--- src/rtl/cpu_pkg.sv ---
// Shared CPU definitions for the ID/EX pipeline slice.
// Contents: datapath widths, forwarding-select encodings, the ID/EX control
// bundle and the bubble control constant. There are no ports; other files
// use these definitions through import cpu_pkg::*.
package cpu_pkg;

  localparam int unsigned ALUC_W      = 4;
  localparam int unsigned REG_IDX_W   = 5;
  localparam int unsigned XLEN        = 32;
  localparam int unsigned STALL_CNT_W = 16;

  // Operand source chosen by the forwarding network.
  typedef enum logic [2:0] {
    FWD_RF      = 3'd0,
    FWD_EX      = 3'd1,
    FWD_MEM_ALU = 3'd2,
    FWD_MEM_MDO = 3'd3,
    FWD_WB      = 3'd4
  } fwd_sel_e;

  // Control fields carried from ID into EX.
  typedef struct packed {
    logic              wreg;
    logic              m2reg;
    logic              wmem;
    logic              aluimm;
    logic [ALUC_W-1:0] aluc;
  } ctrl_t;

  localparam ctrl_t CTRL_BUBBLE = '{wreg: 1'b0, m2reg: 1'b0, wmem: 1'b0, aluimm: 1'b0,
                                    aluc: '0};

  // A bubble only clears the side-effecting controls. aluc/aluimm flow through
  // unchanged so the datapath stays deterministic.
  function automatic ctrl_t kill_ctrl(input ctrl_t c);
    ctrl_t r;
    r       = c;
    r.wreg  = CTRL_BUBBLE.wreg;
    r.m2reg = CTRL_BUBBLE.m2reg;
    r.wmem  = CTRL_BUBBLE.wmem;
    return r;
  endfunction

endpackage

--- src/rtl/id_ex_stage_if.sv ---
// Bundle between the ID stage and the ID/EX pipeline register.
// Signals: the ID operands and controls, the hazard and forwarding inputs from
// EX/MEM/WB, the registered E-stage outputs, and the stall signals.
// Modports: master (ID side and test driver) and slave (id_ex_stage).
interface id_ex_stage_if;
  import cpu_pkg::*;

  // ID operands and control
  logic                 id_valid;
  logic [REG_IDX_W-1:0] rs, rt, rd;
  logic                 use_rs, use_rt;
  logic [XLEN-1:0]      qa, qb, imm;
  logic                 regrt;
  logic                 wreg, m2reg, wmem, aluimm;
  logic [ALUC_W-1:0]    aluc;

  // Later-stage state used for hazards and forwarding
  logic                 ex_wreg, ex_m2reg;
  logic [REG_IDX_W-1:0] ex_wn;
  logic [XLEN-1:0]      ex_alu;
  logic                 mem_wreg, mem_m2reg;
  logic [REG_IDX_W-1:0] mem_wn;
  logic [XLEN-1:0]      mem_alu, mem_mdo;
  logic                 wb_wreg;
  logic [REG_IDX_W-1:0] wb_wn;
  logic [XLEN-1:0]      wb_d;
  logic                 flush;

  // E-stage outputs
  logic                   e_valid, e_wreg, e_m2reg, e_wmem, e_aluimm;
  logic [ALUC_W-1:0]      e_aluc;
  logic [XLEN-1:0]        e_a, e_b, e_imm;
  logic [REG_IDX_W-1:0]   e_wn;
  logic                   stall;
  logic [STALL_CNT_W-1:0] stall_cnt;

  modport master (
    output id_valid, rs, rt, rd, use_rs, use_rt, qa, qb, imm, regrt,
           wreg, m2reg, wmem, aluimm, aluc,
           ex_wreg, ex_m2reg, ex_wn, ex_alu,
           mem_wreg, mem_m2reg, mem_wn, mem_alu, mem_mdo,
           wb_wreg, wb_wn, wb_d, flush,
    input  e_valid, e_wreg, e_m2reg, e_wmem, e_aluimm, e_aluc,
           e_a, e_b, e_imm, e_wn, stall, stall_cnt
  );

  modport slave (
    input  id_valid, rs, rt, rd, use_rs, use_rt, qa, qb, imm, regrt,
           wreg, m2reg, wmem, aluimm, aluc,
           ex_wreg, ex_m2reg, ex_wn, ex_alu,
           mem_wreg, mem_m2reg, mem_wn, mem_alu, mem_mdo,
           wb_wreg, wb_wn, wb_d, flush,
    output e_valid, e_wreg, e_m2reg, e_wmem, e_aluimm, e_aluc,
           e_a, e_b, e_imm, e_wn, stall, stall_cnt
  );

endinterface

--- src/rtl/fwd_mux.sv ---
// Forwarding mux for one source operand. Picks the youngest producer of the
// source register: EX ALU result, then MEM ALU result, then MEM load data,
// then WB data, and falls back to the register-file read.
// Ports: src_i (source index), rf_data_i (register-file data), ex_*/mem_*/wb_*
// (producer write-enable, load flag, destination and data), data_o (operand).
module fwd_mux
  import cpu_pkg::*;
(
  input  logic [REG_IDX_W-1:0] src_i,
  input  logic [XLEN-1:0]      rf_data_i,
  input  logic                 ex_wreg_i,
  input  logic                 ex_m2reg_i,
  input  logic [REG_IDX_W-1:0] ex_wn_i,
  input  logic [XLEN-1:0]      ex_alu_i,
  input  logic                 mem_wreg_i,
  input  logic                 mem_m2reg_i,
  input  logic [REG_IDX_W-1:0] mem_wn_i,
  input  logic [XLEN-1:0]      mem_alu_i,
  input  logic [XLEN-1:0]      mem_mdo_i,
  input  logic                 wb_wreg_i,
  input  logic [REG_IDX_W-1:0] wb_wn_i,
  input  logic [XLEN-1:0]      wb_d_i,
  output logic [XLEN-1:0]      data_o
);

  fwd_sel_e sel;

  // r0 is hardwired zero, so a matching write to index 0 is never forwarded.
  // A load still in EX has no data yet; the stall logic covers that case.
  always_comb begin
    sel = FWD_RF;
    if (src_i != '0) begin
      if (ex_wreg_i && !ex_m2reg_i && (ex_wn_i == src_i)) begin
        sel = FWD_EX;
      end else if (mem_wreg_i && !mem_m2reg_i && (mem_wn_i == src_i)) begin
        sel = FWD_MEM_ALU;
      end else if (mem_wreg_i && mem_m2reg_i && (mem_wn_i == src_i)) begin
        sel = FWD_MEM_MDO;
      end else if (wb_wreg_i && (wb_wn_i == src_i)) begin
        sel = FWD_WB;
      end
    end
  end

  always_comb begin
    data_o = rf_data_i;
    case (sel)
      FWD_EX:      data_o = ex_alu_i;
      FWD_MEM_ALU: data_o = mem_alu_i;
      FWD_MEM_MDO: data_o = mem_mdo_i;
      FWD_WB:      data_o = wb_d_i;
      default:     data_o = rf_data_i;
    endcase
  end

endmodule

--- src/rtl/id_ex_stage.sv ---
// ID/EX pipeline stage: operand forwarding, load-use stall detection, the
// ID/EX pipeline register and a saturating stall counter.
// Ports: clk (rising edge), rst_n (asynchronous, active low),
// bus_io (id_ex_stage_if.slave: ID inputs, hazard inputs, E outputs, stall).
module id_ex_stage
  import cpu_pkg::*;
(
  input  logic          clk,
  input  logic          rst_n,
  id_ex_stage_if.slave  bus_io
);

  logic [XLEN-1:0] fwd_a, fwd_b;

  fwd_mux u_fwd_a (
    .src_i       (bus_io.rs),
    .rf_data_i   (bus_io.qa),
    .ex_wreg_i   (bus_io.ex_wreg),
    .ex_m2reg_i  (bus_io.ex_m2reg),
    .ex_wn_i     (bus_io.ex_wn),
    .ex_alu_i    (bus_io.ex_alu),
    .mem_wreg_i  (bus_io.mem_wreg),
    .mem_m2reg_i (bus_io.mem_m2reg),
    .mem_wn_i    (bus_io.mem_wn),
    .mem_alu_i   (bus_io.mem_alu),
    .mem_mdo_i   (bus_io.mem_mdo),
    .wb_wreg_i   (bus_io.wb_wreg),
    .wb_wn_i     (bus_io.wb_wn),
    .wb_d_i      (bus_io.wb_d),
    .data_o      (fwd_a)
  );

  fwd_mux u_fwd_b (
    .src_i       (bus_io.rt),
    .rf_data_i   (bus_io.qb),
    .ex_wreg_i   (bus_io.ex_wreg),
    .ex_m2reg_i  (bus_io.ex_m2reg),
    .ex_wn_i     (bus_io.ex_wn),
    .ex_alu_i    (bus_io.ex_alu),
    .mem_wreg_i  (bus_io.mem_wreg),
    .mem_m2reg_i (bus_io.mem_m2reg),
    .mem_wn_i    (bus_io.mem_wn),
    .mem_alu_i   (bus_io.mem_alu),
    .mem_mdo_i   (bus_io.mem_mdo),
    .wb_wreg_i   (bus_io.wb_wreg),
    .wb_wn_i     (bus_io.wb_wn),
    .wb_d_i      (bus_io.wb_d),
    .data_o      (fwd_b)
  );

  // Load in EX whose destination is read by the instruction in ID. Purely
  // combinational; a flush kills the ID instruction, so no stall is needed.
  logic ld_hit_rs, ld_hit_rt, stall;

  always_comb begin
    ld_hit_rs = bus_io.use_rs && (bus_io.ex_wn == bus_io.rs);
    ld_hit_rt = bus_io.use_rt && (bus_io.ex_wn == bus_io.rt);
    stall     = bus_io.id_valid && !bus_io.flush && bus_io.ex_wreg && bus_io.ex_m2reg &&
                (bus_io.ex_wn != '0) && (ld_hit_rs || ld_hit_rt);
  end

  // Pipeline register
  ctrl_t                  ctrl_in, ctrl_d, ctrl_q;
  logic                   valid_d, valid_q;
  logic [XLEN-1:0]        a_d, a_q, b_d, b_q, imm_d, imm_q;
  logic [REG_IDX_W-1:0]   wn_d, wn_q;
  logic [STALL_CNT_W-1:0] stall_cnt_d, stall_cnt_q;
  logic                   bubble;

  always_comb begin
    ctrl_in = '{wreg: bus_io.wreg, m2reg: bus_io.m2reg, wmem: bus_io.wmem,
                aluimm: bus_io.aluimm, aluc: bus_io.aluc};
    bubble  = bus_io.flush || stall || !bus_io.id_valid;
    valid_d = !bubble;
    ctrl_d  = bubble ? kill_ctrl(ctrl_in) : ctrl_in;
    a_d     = fwd_a;
    b_d     = fwd_b;
    imm_d   = bus_io.imm;
    wn_d    = bus_io.regrt ? bus_io.rt : bus_io.rd;
    stall_cnt_d = stall_cnt_q;
    if (stall && (stall_cnt_q != '1)) begin
      stall_cnt_d = stall_cnt_q + 1'b1;
    end
  end

  always_ff @(posedge clk or negedge rst_n) begin
    if (!rst_n) begin
      valid_q     <= 1'b0;
      ctrl_q      <= '0;
      a_q         <= '0;
      b_q         <= '0;
      imm_q       <= '0;
      wn_q        <= '0;
      stall_cnt_q <= '0;
    end else begin
      valid_q     <= valid_d;
      ctrl_q      <= ctrl_d;
      a_q         <= a_d;
      b_q         <= b_d;
      imm_q       <= imm_d;
      wn_q        <= wn_d;
      stall_cnt_q <= stall_cnt_d;
    end
  end

  assign bus_io.e_valid   = valid_q;
  assign bus_io.e_wreg    = ctrl_q.wreg;
  assign bus_io.e_m2reg   = ctrl_q.m2reg;
  assign bus_io.e_wmem    = ctrl_q.wmem;
  assign bus_io.e_aluimm  = ctrl_q.aluimm;
  assign bus_io.e_aluc    = ctrl_q.aluc;
  assign bus_io.e_a       = a_q;
  assign bus_io.e_b       = b_q;
  assign bus_io.e_imm     = imm_q;
  assign bus_io.e_wn      = wn_q;
  assign bus_io.stall     = stall;
  assign bus_io.stall_cnt = stall_cnt_q;

endmodule
--- src/flat_wrapper.sv ---
// flat-port wrapper written by rule: the top's interface ports become plain ports
module id_ex_stage_flat import cpu_pkg::*;
  (clk, rst_n, bus_io_id_valid, bus_io_rs, bus_io_rt, bus_io_rd, bus_io_use_rs, bus_io_use_rt, bus_io_qa, bus_io_qb, bus_io_imm, bus_io_regrt, bus_io_wreg, bus_io_m2reg, bus_io_wmem, bus_io_aluimm, bus_io_aluc, bus_io_ex_wreg, bus_io_ex_m2reg, bus_io_ex_wn, bus_io_ex_alu, bus_io_mem_wreg, bus_io_mem_m2reg, bus_io_mem_wn, bus_io_mem_alu, bus_io_mem_mdo, bus_io_wb_wreg, bus_io_wb_wn, bus_io_wb_d, bus_io_flush, bus_io_e_valid, bus_io_e_wreg, bus_io_e_m2reg, bus_io_e_wmem, bus_io_e_aluimm, bus_io_e_aluc, bus_io_e_a, bus_io_e_b, bus_io_e_imm, bus_io_e_wn, bus_io_stall, bus_io_stall_cnt);
  id_ex_stage_if bus_io_i ();
  input  logic clk;
  input  logic rst_n;
  input wire logic [$bits(bus_io_i.id_valid)-1:0] bus_io_id_valid;
  input wire logic [$bits(bus_io_i.rs)-1:0] bus_io_rs;
  input wire logic [$bits(bus_io_i.rt)-1:0] bus_io_rt;
  input wire logic [$bits(bus_io_i.rd)-1:0] bus_io_rd;
  input wire logic [$bits(bus_io_i.use_rs)-1:0] bus_io_use_rs;
  input wire logic [$bits(bus_io_i.use_rt)-1:0] bus_io_use_rt;
  input wire logic [$bits(bus_io_i.qa)-1:0] bus_io_qa;
  input wire logic [$bits(bus_io_i.qb)-1:0] bus_io_qb;
  input wire logic [$bits(bus_io_i.imm)-1:0] bus_io_imm;
  input wire logic [$bits(bus_io_i.regrt)-1:0] bus_io_regrt;
  input wire logic [$bits(bus_io_i.wreg)-1:0] bus_io_wreg;
  input wire logic [$bits(bus_io_i.m2reg)-1:0] bus_io_m2reg;
  input wire logic [$bits(bus_io_i.wmem)-1:0] bus_io_wmem;
  input wire logic [$bits(bus_io_i.aluimm)-1:0] bus_io_aluimm;
  input wire logic [$bits(bus_io_i.aluc)-1:0] bus_io_aluc;
  input wire logic [$bits(bus_io_i.ex_wreg)-1:0] bus_io_ex_wreg;
  input wire logic [$bits(bus_io_i.ex_m2reg)-1:0] bus_io_ex_m2reg;
  input wire logic [$bits(bus_io_i.ex_wn)-1:0] bus_io_ex_wn;
  input wire logic [$bits(bus_io_i.ex_alu)-1:0] bus_io_ex_alu;
  input wire logic [$bits(bus_io_i.mem_wreg)-1:0] bus_io_mem_wreg;
  input wire logic [$bits(bus_io_i.mem_m2reg)-1:0] bus_io_mem_m2reg;
  input wire logic [$bits(bus_io_i.mem_wn)-1:0] bus_io_mem_wn;
  input wire logic [$bits(bus_io_i.mem_alu)-1:0] bus_io_mem_alu;
  input wire logic [$bits(bus_io_i.mem_mdo)-1:0] bus_io_mem_mdo;
  input wire logic [$bits(bus_io_i.wb_wreg)-1:0] bus_io_wb_wreg;
  input wire logic [$bits(bus_io_i.wb_wn)-1:0] bus_io_wb_wn;
  input wire logic [$bits(bus_io_i.wb_d)-1:0] bus_io_wb_d;
  input wire logic [$bits(bus_io_i.flush)-1:0] bus_io_flush;
  output wire logic [$bits(bus_io_i.e_valid)-1:0] bus_io_e_valid;
  output wire logic [$bits(bus_io_i.e_wreg)-1:0] bus_io_e_wreg;
  output wire logic [$bits(bus_io_i.e_m2reg)-1:0] bus_io_e_m2reg;
  output wire logic [$bits(bus_io_i.e_wmem)-1:0] bus_io_e_wmem;
  output wire logic [$bits(bus_io_i.e_aluimm)-1:0] bus_io_e_aluimm;
  output wire logic [$bits(bus_io_i.e_aluc)-1:0] bus_io_e_aluc;
  output wire logic [$bits(bus_io_i.e_a)-1:0] bus_io_e_a;
  output wire logic [$bits(bus_io_i.e_b)-1:0] bus_io_e_b;
  output wire logic [$bits(bus_io_i.e_imm)-1:0] bus_io_e_imm;
  output wire logic [$bits(bus_io_i.e_wn)-1:0] bus_io_e_wn;
  output wire logic [$bits(bus_io_i.stall)-1:0] bus_io_stall;
  output wire logic [$bits(bus_io_i.stall_cnt)-1:0] bus_io_stall_cnt;
  assign bus_io_i.id_valid = bus_io_id_valid;
  assign bus_io_i.rs = bus_io_rs;
  assign bus_io_i.rt = bus_io_rt;
  assign bus_io_i.rd = bus_io_rd;
  assign bus_io_i.use_rs = bus_io_use_rs;
  assign bus_io_i.use_rt = bus_io_use_rt;
  assign bus_io_i.qa = bus_io_qa;
  assign bus_io_i.qb = bus_io_qb;
  assign bus_io_i.imm = bus_io_imm;
  assign bus_io_i.regrt = bus_io_regrt;
  assign bus_io_i.wreg = bus_io_wreg;
  assign bus_io_i.m2reg = bus_io_m2reg;
  assign bus_io_i.wmem = bus_io_wmem;
  assign bus_io_i.aluimm = bus_io_aluimm;
  assign bus_io_i.aluc = bus_io_aluc;
  assign bus_io_i.ex_wreg = bus_io_ex_wreg;
  assign bus_io_i.ex_m2reg = bus_io_ex_m2reg;
  assign bus_io_i.ex_wn = bus_io_ex_wn;
  assign bus_io_i.ex_alu = bus_io_ex_alu;
  assign bus_io_i.mem_wreg = bus_io_mem_wreg;
  assign bus_io_i.mem_m2reg = bus_io_mem_m2reg;
  assign bus_io_i.mem_wn = bus_io_mem_wn;
  assign bus_io_i.mem_alu = bus_io_mem_alu;
  assign bus_io_i.mem_mdo = bus_io_mem_mdo;
  assign bus_io_i.wb_wreg = bus_io_wb_wreg;
  assign bus_io_i.wb_wn = bus_io_wb_wn;
  assign bus_io_i.wb_d = bus_io_wb_d;
  assign bus_io_i.flush = bus_io_flush;
  assign bus_io_e_valid = bus_io_i.e_valid;
  assign bus_io_e_wreg = bus_io_i.e_wreg;
  assign bus_io_e_m2reg = bus_io_i.e_m2reg;
  assign bus_io_e_wmem = bus_io_i.e_wmem;
  assign bus_io_e_aluimm = bus_io_i.e_aluimm;
  assign bus_io_e_aluc = bus_io_i.e_aluc;
  assign bus_io_e_a = bus_io_i.e_a;
  assign bus_io_e_b = bus_io_i.e_b;
  assign bus_io_e_imm = bus_io_i.e_imm;
  assign bus_io_e_wn = bus_io_i.e_wn;
  assign bus_io_stall = bus_io_i.stall;
  assign bus_io_stall_cnt = bus_io_i.stall_cnt;
  id_ex_stage u_core (.clk(clk), .rst_n(rst_n), .bus_io(bus_io_i));
endmodule
--- config.mk ---
export PLATFORM = sky130hd
export DESIGN_NAME = id_ex_stage_flat
export DESIGN_NICKNAME = d
export VERILOG_FILES = /design/src/rtl/cpu_pkg.sv /design/src/rtl/id_ex_stage_if.sv /design/src/rtl/fwd_mux.sv /design/src/rtl/id_ex_stage.sv /design/src/flat_wrapper.sv
export SDC_FILE = /design/constraint.sdc
export NUM_CORES = 1
export LEC_CHECK = 0
export BUFFER_PORTS_ARGS = -buffer_cell sky130_fd_sc_hd__buf_4
export CAP_MARGIN = 10
export CORE_AREA = 2 2 157 159
export CTS_CLUSTER_SIZE = 20
export DETAILED_ROUTE_END_ITERATION = 16
export DIE_AREA = 0 0 159 161
export PLACE_DENSITY = 0.6
export SLEW_MARGIN = 20
export SYNTH_ARGS = -nofsm -noshare
export SYNTH_HDL_FRONTEND = slang
export SYNTH_SLANG_ARGS = --single-unit
--- constraint.sdc ---
create_clock -name clk -period 1.9 [get_ports clk]
set_clock_uncertainty 0.05 [all_clocks]
set_input_delay 0.095 -clock clk [delete_from_list [all_inputs] [get_ports clk]]
set_output_delay 0.095 -clock clk [all_outputs]
set_load 0.005 [all_outputs]
# Yosys cells after proc, flatten, opt, wreduce, memory -nomap -nowiden
# Index checks and enable logic that the tools add are counted.
[word_totals] ff_bits=126 input_bits=274 wordCells=71
[classes] n_reduce_logical=30 eq_ne=15 mux=14 add_sub_neg=1
[ops] cell="one-hot mux 32 bit (4 select lines)" count=2
[ops] cell="== test 5 bit" count=6
[ops] cell="two-way mux 3 bit" count=10
[ops] cell="logical AND 1 bit" count=19
[ops] cell="adder 16 x 1 -> 16 bit, second input constant" count=1
[ops] cell="inequality test 16 bit, second input constant" count=1
[ops] cell="nonzero test 5 bit" count=3
[ops] cell="== test 3 x 2 -> 1 bit, second input constant" count=4
[ops] cell="two-way mux 8 bit" count=1
[ops] cell="== test 3 x 1 -> 1 bit, second input constant" count=2
[ops] cell="== test 3 bit, second input constant" count=2
[ops] cell="zero test 1 bit" count=5
[ops] cell="two-way mux 5 bit" count=1
[ops] cell="logical OR 1 bit" count=3

# Logic depth before layout (Yosys ltp)
[logic_depth] word_depth=9 ltp_mapped=8 ltp_nobuf=7

# By module
# From an unflattened synthesis, not the netlist that was laid out.
[hier_totals] hier_cells=712 hier_area_um2=7083.0
[by_module_without_submodules] module="id_ex_stage" cells_each=214 area_each_um2=3804.9 instances=1 seq_area_each_um2=3153.0
[by_module_without_submodules] module="fwd_mux" cells_each=249 area_each_um2=1639.1 instances=2 seq_area_each_um2=0.0

# Worst setup path before layout
# Ideal clock, no wire load.
[synth_path] kind="register to register" start="register u_core.stall_cnt_q[3], in the netlist u_core.bus_io.stall_cnt[3]" end="register u_core.stall_cnt_q[1], in the netlist u_core.bus_io.stall_cnt[1]" period_less_slack_ps=1737 n_path_buf=1 path_slack_ps=163 path_stages_with_launch=7 t_required_ps=1723 t_arrival_ps=1560 setup_time_ps=127 path_cell_list="dfrtp_1 nand4_1 nor2_1 a31oi_1 o21ai_2 buf_6 mux2_1"
[synth_via] elab_chain_len=2
[synth_rtl] element="start: declaration" line="id_ex_stage.sv:67" source="logic [STALL_CNT_W-1:0] stall_cnt_d, stall_cnt_q;"
[synth_rtl] element="start signal: assignment" line="id_ex_stage.sv:102" source="stall_cnt_q <= stall_cnt_d;"
[synth_rtl] element="inequality test 16 bit" line="id_ex_stage.sv:81" source="if (stall && (stall_cnt_q != '1)) begin"
[synth_rtl] element="logical AND 1 bit" line="id_ex_stage.sv:81"
# Every way passes these cells.
# A chain may end at the register's enable or synchronous reset.

# Worst setup path after layout
[layout_path] start="input bus_io_mem_wn[3]" end="register u_core.b_q[6], in the netlist u_core.bus_io.e_b[6]"
[layout_via] elab_chain_len=8 word_cells_on_any_way=12 cone_classes="eq/ne (5); mux (5); reduce/logical (2)"
[layout_rtl] element="start: declaration" line="flat_wrapper.sv:28" source="input wire logic [$bits(bus_io_i.mem_wn)-1:0] bus_io_mem_wn;"
[layout_rtl] element="== test 5 bit (*)" line="fwd_mux.sv:35, fwd_mux.sv:37"
[layout_rtl] element="logical AND 1 bit" line="fwd_mux.sv:37" source="end else if (mem_wreg_i && mem_m2reg_i && (mem_wn_i == src_i)) begin"
[layout_rtl] element="two-way mux 3 bit" line="fwd_mux.sv:37"
[layout_rtl] element="two-way mux 3 bit (*)" line="fwd_mux.sv:35" source="end else if (mem_wreg_i && !mem_m2reg_i && (mem_wn_i == src_i)) begin"
[layout_rtl] element="two-way mux 3 bit (*)" line="fwd_mux.sv:33" source="if (ex_wreg_i && !ex_m2reg_i && (ex_wn_i == src_i)) begin"
[layout_rtl] element="two-way mux 3 bit (*)" line="fwd_mux.sv:32" source="if (src_i != '0) begin"
[layout_rtl] element="== test 3 bit, or another cell as far along" line="fwd_mux.sv:47" source="case (sel)"
[layout_rtl] element="one-hot mux 32 bit (4 select lines) (*)" line="fwd_mux.sv:47"
[layout_rtl] element="via u_core.b_d[6]" line="id_ex_stage.sv:65" source="logic [XLEN-1:0] a_d, a_q, b_d, b_q, imm_d, imm_q;"
[layout_rtl] element="end signal: assignment" line="id_ex_stage.sv:91" source="b_q <= '0;"
[layout_rtl] element="end signal: assignment" line="id_ex_stage.sv:99" source="b_q <= b_d;"
[layout_rtl] element="end: declaration" line="id_ex_stage.sv:65"
# Mark *: on every way through the listed nets, which the timed path passes. The rest lies on a longest branch.

==> flow_summary.yaml <==
outcome:
  status: "finished, final reports clean"
setup_path:
  crit_fanout: 12
  worstPathArrival_ns: 2.11
  cp_slowest_cell: "dlygate4sd3_1"
  path_cells: "buf_4 -> xor2_1 -> nor4_2 -> and3_4 -> nor3_4 -> buf_12 -> a21oi_1 -> o21ai_1 -> dlygate4sd3_1"
  endpoint_kind: "flop"
  worstSetupPathType: "in -> reg"
  startpoint_type: "input port"
  cp_slowest_stage_delay_ns: 0.55
  crit_required_ns: 2.15
yosys:
  synth_edf_count: 0
  syn-cell-area_um2: 6350
  synth_cell_type_count: 41
  synthArstFlopShare_pct: 100
  ys_seq_elements: 126
  yosys_warnings: 0
  syn-num-nets: 876
  synth_ff_type: "dfrtp_1"
  avgSynthCellArea_um2: 10.6
  ys_seq_area_share_pct: 49.7
  synthCells: 601
finish:
  synthToLayoutAreaGrowth_pct: 99.2
  fin_cells: 1559
  nets: 1497
  antenna-diode-count: 0
  final_area_um2: 12600
  drive_gt1_share_pct: 45.3
floorplanning:
  start_util_pct: 26.5
  die_w_um: 159
  die_area_um2: 25600
  io_pins: 401
  row_count: 57
  fp.dieH_um: 161
  core_um2: 24000
grt:
  grt_pass1_wl_um: 46300
  grt_overflow: 0
  grt_usage_pct: 23.3
  first_global_vias: 8141
  gr-usage-met3_pct: 4.03
  antenna_found_initial: 0
  grt_start_max_net_pins: 43
  use_met1_pct: 28.5
  grt.met2_usage_pct: 40.9
  grt.busiest_layer: "met2"
place:
  routabilityCongestion: 0.838
  place_area_um2: 10100
  place_hpwl_um: 21200
  numPortBuffers: 400
  placed_cells: 1338
pwr:
  swShare_pct: 28.5
  switchingPower_w: 0.00227
  power_frac_comb_pct: 22.0
  internal-power_w: 0.00570
  p_per_area_nw_per_um2: 630
  clkPwrFrac_pct: 41.6
  leakage_nw: 6.02
  pwr-share-seq_pct: 36.4
  ir_worst_vdd_uv: 386
routing:
  drtIter0Drc: 552
  drc: 0
  routed_wl_um: 30600
  ant_nets: 0
  dr.pass1.iters: 6
  vias: 7487
  post_drt_via_cell_ratio: 4.80
  routedWlPerCell_um: 19.6
clock_network:
  path_clk_slew_ns: 0.07
  clockRootBuffer: "clkbuf_16"
  htreeDepth: 4
  cts_tree: "done"
  clk_latency_ns: 0.43
  numClockSinks: 126
  cts_buffers: 17
  cts_max_path_buffers: 2
timing:
  finalCriticalPeriod_ns: 1.86
  rsz0062_at_grt: "true"
  fin_crit_sh_pct: 97.7
  fmax_mhz: 539
  max_slew_margin_pct: 67.0
  final_hold_viol_count: 0
  tightest_slew_ns: 0.495
  slew_violations: 0
  setup_viol: 0
hold_path:
  hold_class: "in -> reg"
job:
  drv_cap: 0
==> routing by layer <==
metal  vias up  wire length, um  part of all wire, %
met2       360            15600                   51
met1      3630            12600                   41
met3        54             1600                  5.2
met4         0              826                  2.7
met5         -                0                    0
li1       3443                -                    -
==> stage by stage <==
stage / setup TNS [ns] / total power, W / util [%] / worst slack (ns) / hold WS, ns
global route: -0.00667 / 0.00830 / 52.8 / -0.00667 / 0.0672
global placement: -0.722 / 0.00434 / 42.2 / -0.0525 / 0.0103
CTS: 0 / 0.00803 / 52.5 / 0.0313 / 0.0432
floorplan: 0 / 0.00334 / - / 0.163 / -0.251
finish: 0 / 0.00797 / 52.8 / 0.0435 / 0.0595
detailed placement: -0.641 / 0.00435 / 42.2 / -0.0576 / 0.0166
==> worst paths after layout <==
check / start / slack, ns / cells after the start / endpoint
max reg2reg: u_core.bus_io.stall_cnt[0]$_DFFE_PN0P_ / 0.11 / 6 / u_core.bus_io.stall_cnt[12]$_DFFE_PN0P_
min: bus_io_mem_alu[29] / 0.06 / 4 / u_core.bus_io.e_b[29]$_DFF_PN0_
max in group asynchronous: rst_n / 1.04 / 3 / u_core.bus_io.e_imm[0]$_DFF_PN0_
min in group asynchronous: rst_n / 0.11 / 2 / u_core.bus_io.e_imm[27]$_DFF_PN0_
min reg2reg: u_core.bus_io.stall_cnt[6]$_DFFE_PN0P_ / 0.46 / 1 / u_core.bus_io.stall_cnt[6]$_DFFE_PN0P_
max: bus_io_mem_wn[3] / 0.04 / 9 / u_core.bus_io.e_b[6]$_DFF_PN0_
==> registers in the layout (all words and copies together) (netlist names) <==
name                     flops
u_core.bus_io.e_aluc         4
u_core.bus_io.e_b           32
u_core.bus_io.e_m2reg        1
u_core.bus_io.e_wn           5
u_core.bus_io.e_wreg         1
u_core.bus_io.stall_cnt     16
u_core.bus_io.e_imm         32
u_core.bus_io.e_valid        1
u_core.bus_io.e_a           32
u_core.bus_io.e_aluimm       1
u_core.bus_io.e_wmem         1
==> cells by family after synthesis <==
kind of cell	share of synthesized area, %
AO/OA/AOI/OAI	22.1
AND/OR/NAND/NOR	10.7
multiplexers	6.74
adder cells (fa/ha/maj)	0.197
XOR/XNOR	6.07
buffers and inverters	4.49
flip-flops	49.7
==> worst max-delay path: cells and delay by family <==
family	cells	cell delay, ns
buffers and inverters	3	0.82
and+or+nand+nor	3	0.68
AOI/OAI and AO/OA	2	0.32
xor gates and xnor gates	1	0.16
==> power by group through the flow <==
stage | Sequential (W) | Clock, W | Combinational, W
floorplan | 0.00297 | 0 | 0.000368
global placement | 0.00295 | 0 | 0.00138
detailed placement | 0.00295 | 0 | 0.00139
CTS | 0.00290 | 0.00339 | 0.00173
global route | 0.00292 | 0.00351 | 0.00187
finish | 0.00290 | 0.00331 | 0.00175
==> cells in the final DEF (no fill, tap or decap), drive strengths merged <==
cell / count
a21oi: 33
a221oi: 23
a22oi: 32
a31oi: 10
and2: 3
and3: 27
buf: 458
clkbuf: 17
clkinv: 3
clkinvlp: 1
dfrtp: 126
dlygate4sd3: 187
ha: 1
inv: 15
mux2: 30
mux2i: 9
nand2: 46
nand2b: 1
nand3: 10
nand4: 4
nor2: 23
nor2b: 1
nor3: 9
nor4: 8
nor4bb: 1
o2111ai: 1
o21a: 1
o21ai: 106
o31ai: 2
or3: 2
or4: 1
xnor2: 20
xor2: 24
==> area by class of cell <==
class,count,area (um^2)
fill,2169,11300
timing repair buffer,645,5510
sequential,126,3150
multi-input combinational,428,2980
clock buffer,17,425
tap,324,405
clock inverter,15,165
inverter,4,15.0
==> synthesized netlist by cell type (7+ instances only) <==
master | n | area [um^2]
mux2i_1 | 9 | 90.1
nor2_1 | 23 | 86.3
a22oi_1 | 32 | 240
mux2_2 | 29 | 327
nand2_1 | 46 | 173
buf_6 | 8 | 90.1
o21ai_1 | 51 | 255
a221oi_2 | 20 | 300
nor4_1 | 7 | 43.8
xor2_1 | 24 | 210
nand3_1 | 10 | 50.1
dfrtp_1 | 126 | 3150
clkbuf_1 | 22 | 82.6
and3_1 | 27 | 169
buf_2 | 8 | 40.0
xnor2_1 | 20 | 175
nor3_1 | 7 | 35.0
a31oi_1 | 10 | 62.6
o21ai_0 | 52 | 260
a21oi_1 | 33 | 165
==> timing repair <==
item                                    4_1_cts  5_1_grt
hold endpoints to repair                    235        0
setup buffers                                 0        2
resized for setup                             0       10
endpoints found under the setup margin        0       12
hold buffers                                187        0
No activity file was read; power rests on OpenSTA's default activity.
